`config.mk`:
```
export PLATFORM = sky130hd
export DESIGN_NAME = div_datapath
export DESIGN_NICKNAME = d
export VERILOG_FILES = /design/src/rtl/div_datapath.sv
export SDC_FILE = /design/constraint.sdc
export NUM_CORES = 1
export LEC_CHECK = 0
export BUFFER_PORTS_ARGS = -buffer_cell sky130_fd_sc_hd__buf_2
export CORE_ASPECT_RATIO = 0.7
export CORE_UTILIZATION = 35
export DETAILED_ROUTE_END_ITERATION = 8
export RECOVER_POWER = 100
export SLEW_MARGIN = 30
export SYNTH_ARGS = -nofsm -noshare
export SYNTH_HDL_FRONTEND = slang
export SYNTH_SLANG_ARGS = --single-unit
```
`constraint.sdc`:
```
create_clock -name clk -period 3.31 [get_ports clk]
set_clock_uncertainty 0.05 [all_clocks]
set_input_delay 0.662 -clock clk [delete_from_list [all_inputs] [get_ports clk]]
set_output_delay 0.662 -clock clk [all_outputs]
set_load 0.01 [all_outputs]
```
`src/rtl/div_datapath.sv`:
```
// Datapath for an 8-bit unsigned repeated-subtraction divider.
// An external controller sequences the loads and subtraction steps; PgtN tells it when to stop.
module div_datapath (
    input  logic       clk,
    input  logic       rst_n,
    input  logic [7:0] Data_in,
    input  logic       loadN,
    input  logic       loadP,
    input  logic       loadS,
    input  logic       clear,
    input  logic       incQ,
    input  logic       stop,
    output logic       PgtN,
    output logic [7:0] Res,
    output logic [7:0] Rem
);

    logic [7:0] n_q, n_d;
    logic [7:0] p_q, p_d;
    logic [7:0] s_q, s_d;
    logic [7:0] q_q, q_d;
    logic [7:0] res_q, res_d;
    logic [7:0] rem_q, rem_d;

    // A zero divisor also reads as "too big", so divide-by-zero never steps.
    logic p_gt_n;
    assign p_gt_n = (p_q > s_q) || (p_q == 8'd0);

    always_comb begin
        n_d   = n_q;
        p_d   = p_q;
        s_d   = s_q;
        q_d   = q_q;
        res_d = res_q;
        rem_d = rem_q;

        if (clear) begin
            n_d   = 8'd0;
            p_d   = 8'd0;
            s_d   = 8'd0;
            q_d   = 8'd0;
            res_d = 8'd0;
            rem_d = 8'd0;
        end else begin
            if (loadN) n_d = Data_in;
            if (loadP) p_d = Data_in;

            if (loadS) begin
                s_d = n_q;
                q_d = 8'd0;
            end else if (incQ && !p_gt_n) begin
                s_d = s_q - p_q;
                q_d = q_q + 8'd1;
            end

            // Captures pre-edge S/Q, so a coincident step is not included.
            if (stop) begin
                res_d = q_q;
                rem_d = s_q;
            end
        end
    end

    always_ff @(posedge clk) begin
        if (!rst_n) begin
            n_q   <= 8'd0;
            p_q   <= 8'd0;
            s_q   <= 8'd0;
            q_q   <= 8'd0;
            res_q <= 8'd0;
            rem_q <= 8'd0;
        end else begin
            n_q   <= n_d;
            p_q   <= p_d;
            s_q   <= s_d;
            q_q   <= q_d;
            res_q <= res_d;
            rem_q <= rem_d;
        end
    end

    assign PgtN = p_gt_n;
    assign Res  = res_q;
    assign Rem  = rem_q;

endmodule

```
### Word-level counts from Yosys, hierarchy flattened

Cells that the tools add are included.

* reduce and logical (&&, ||, !) cells: 7
* bitwise logic cells: 1
* $lt $le $gt $ge: 1
* muxes and demuxes: 2
* add/sub/neg operators: 2

Operator list (count)
* $mux W8: 2
* $add A8 B1 Y8 const B: 1
* $gt A8 B8 Y1: 1
* $logic_not A8 Y1: 1
* $sub A8 B8 Y8: 1
* $reduce_or A3 Y1: 1
* $reduce_bool A2 Y1: 1
* $reduce_or A2 Y1: 1
* $logic_and A1 B1 Y1: 1
* $logic_not A1 Y1: 1
* $logic_or A1 B1 Y1: 1
* $not A1 Y1: 1

* input port bits: 16
* register bits after elaboration: 48
* output and inout bits: 17
* logic and storage cells: 19

### Depth between registers and ports, before layout

* depth after elaboration: 6
* depth in mapped cells: 11
* depth with buffers taken out: 10

### Worst setup path after synthesis

Ideal clock, no wire load.

* path kind: register -> output
* from: register p_q[0]
* to: output port PgtN
* cell stages (with the launch flop): 8
* arrival: 1710 ps
* buffers on the path: 0
* path slack: 888 ps
* cell sequence: dfxtp_1 > ha_1 > inv_1 > fa_1 > a211o_1 > a21oi_1 > nand2_1 > nand3b_1

* cells in the longest elaborated chain, start to end: 2

RTL lines
* start, declared: line 19 `logic [7:0] p_q, p_d;`
* start signal, assigned: line 74 `p_q <= p_d;`
* $gt A8 B8 Y1 / $logic_not A8 Y1 (equally long branches): line 27 `assign p_gt_n = (p_q > s_q) || (p_q == 8'd0);`
* $logic_or A1 B1 Y1 *: line 27
* end, declared: line 13 `output logic PgtN,`

Mark *: on every way between the ends. The rest lies on a longest branch, timed or not.

### Worst setup path after layout

Ends and elaborated chain as after synthesis.

==> impl_results.md <==
- RSZ-0062 raised after global routing: false
- Grt ovf: 0
- Area leader, netlist: dfxtp_1
- DR iter-0 viols: 53
- HP Class: reg -> reg
- Worst Path Max Fanout: 3
- Fmax: 346 MHz
- Nets: 289
- Fin Setup TNS: 0 ns
- DRC Markers: 0
- Critical Path End: PgtN
- Io pins: 33
- Vias per cell: 4.86
- Endpoints failing setup: 0
- Reg2reg start: s_q[0]
- Die height: 68.5 um
- Slew @ Worst Pin: 1.85 ns
- Multi-input logic area: 1120 um^2
- Worst path arrival time: between 2 and 2.5 ns
- Port bufs: 32
- Max VDD drop: 0.164 mV
- Overall Global Routing Usage: 14.4%
- Routed length per instance: 13.3 um
- P_leak: 0.996 nW
- Synth cell types: 36
- Failing checks: max-capacitance violations, max-slew violations
- Syn_area_per_cell: 9.46 um^2
- CORE AREA: a little under 6000 um^2
- Skew-Pair Late Insertion Delay: between 0.2 and 0.3 ns
- Antenna Cells: 0
- Status: finished, violations left
- Fin util: about two fifths
- Clk root buf: clkbuf_8
- Largest net degree at the start of global routing: 41
- Share of synthesized flip-flops with an asynchronous set or reset: 0%
- Post-DP HPWL: 3290 um
- H-tree Lvls: 2
- Die W: 97.1 um
- Count of cells resized by post-cts repair: 0
- CP startpoint: p_q[0]
- YS warnings: 0
- Cts bufs inserted: 5
- Cts hold-fix bufs: 0
- Final period util: 87.3%
- FF/Latch Area: 961 um^2
- Setup slack, reg-to-reg: 0.52 ns
- Final GP Congestion: approximately 0.78
- Starting Density: 37.5%
- Data required, critical path: between 2 and 3 ns
- Power per Cell Area: between 400 and 500 nW/um^2
- Worst hold slack: 0.446 ns
- Routed WL: 4480 um
- First-pass GRT wire length: between 7000 and 8000 um
- Die ar.: 6650 um^2
- Vias in the first global route: 1534
- Setup bufs post-CTS: 0
- Synth area leaders: dfxtp_1 (43%), mux2i_1 (17%), nor2_1 (8.1%)
- Min Tclk post-route: 2.89 ns
- Mapped Nets: 260
- TritonCTS clock tree: yes
- Max Cap Viol: 1
- Crit path kind: reg -> out
- Ratio of cells with drive above 1 in the final layout: 8.75%
- Initial antenna violation count: 0
- Rel. slew slack: -23.2%
- Yosys top cell area share: between 40% and 50%
- P&R area growth vs syn: 11.6%
- FP Rows: 23
- CP Capture Type: output pin
- Post-synth top flop: dfxtp_1
- Clock-pin slew on the worst setup and hold paths: 0.08 ns
- Syn Inst Count: around 230
- Final Slew Violations: 41
- Type of origin of the critical path: flip-flop
- Post-DRT Antenna Nets: 0
- Filler instances: between 500 and 600
- Register area share after synthesis: 43.4%
- CTS sink count: 48
- Post-synthesis cell area: around 2200 um^2
- R2R depth: 11
- Vias: 1642
- Register bit total from synthesis: 48
- Reg2Reg Capture Point: q_q[7]
- Clock Path Buffers: 2
- Post-synth EDFFs: 0
- TritonRoute pass-1 iters: 4
- Final Total Pwr: roughly 1.1 mW
- Final hold vios: 0
[final cells by class]
cell class / instances / share of cell area [%]
tap: 75 / 3.80
inverter: 14 / 2.13
timing repair buffer: 34 / 5.97
clock buffer: 7 / 3.90
sequential: 48 / 38.9
multi-input combinational: 160 / 45.3
[synth_stat cells, drive strengths merged, types with 2 or more instances]
master  instances
nor4            2
a211oi          7
and3            2
xnor2           5
mux2i          38
xor2            7
o21ai           7
a21oi           2
nor2           48
ha              9
a31oi           2
o22ai           2
nand4           4
buf             5
and2            2
nand2b          2
o21a            2
dfxtp          48
clkbuf          7
nand3b          2
inv            14
nand2           7
[kinds of logic after synthesis]
family                   count (synthesis)  share of synthesized area [%]
AO/OA/AOI/OAI                           28                           9.04
flip-flops                              48                           43.4
XOR/XNOR                                12                           4.75
buffers and inverters                   26                           4.75
multiplexers                            38                           17.2
AND/OR/NAND/NOR                         72                           14.9
adder cells (fa/ha/maj)                 10                           5.99
[registers in the layout, summed over array words and instances, names as in the netlist]
register and flops:
n_q 8, Rem 8, q_q 8, Res 8, p_q 8, s_q 8
[power by group]
group          leakage (nW)  switching [mW]  internal, mW  total [mW]
logic                 0.557          0.0824        0.0646       0.147
registers             0.389         0.00833         0.588       0.596
clock network        0.0503           0.182         0.186       0.368
total                 0.996           0.272         0.839        1.11
[routing by layer]
layer  GRT usage [%]  vias to the layer above  share of wire (%)
li1                -                      859                  -
met1            21.4                      747                 57
met2            21.0                       34                 38
met3            3.93                        2                4.6
met4            2.24                        0               0.22
met5               0                        -                  0
[worst max-delay path, stage by stage, from the launching register on]
cell and delay [ns]:
dfxtp_1 0.36, ha_1 0.17, inv_1 0.05, fa_1 0.43, a211o_1 0.29, a21oi_1 0.23, nand2_1 0.09, nand3b_1 0.10
clkbuf_1 0.15
[placed cells by master (no fill, tap or decap), types with 2 or more instances in the layout]
cell type	instances
clkbuf_1	18
dfxtp_1	48
and3_1	2
xnor2_1	5
inv_1	14
a211oi_1	7
nand2_1	7
o21a_1	2
nand2b_1	2
nor4_1	2
and2_1	2
xor2_1	7
clkbuf_8	7
a31oi_1	2
mux2i_1	38
nor2_1	48
a21oi_1	2
o21ai_0	6
o22ai_1	2
ha_1	9
buf_2	15
nand3b_1	2
nand4_1	4
[worst min-delay path by stage]
stage	cells after the start	slack (ns)	end	startpoint
CTS	2	0.45	Rem[6]	Rem[6]
floorplan	2	0.40	s_q[0]	n_q[0]
detailed placement	2	0.43	Rem[6]	Rem[6]
global placement	2	0.42	Rem[6]	Rem[6]
global route	2	0.47	Rem[6]	Rem[6]
finish	2	0.45	Res[7]	Res[7]
[stage by stage]
stage | worst slack, ns | cells | cell area [um^2]
floorplan | 0.888 | 234 | 2210
global placement | 0.682 | 331 | 2430
detailed placement | 0.658 | 331 | 2430
CTS | 0.316 | 338 | 2530
global route | 0.294 | 338 | 2470
finish | 0.421 | 338 | 2470
No activity file was read; power rests on OpenSTA's default activity.
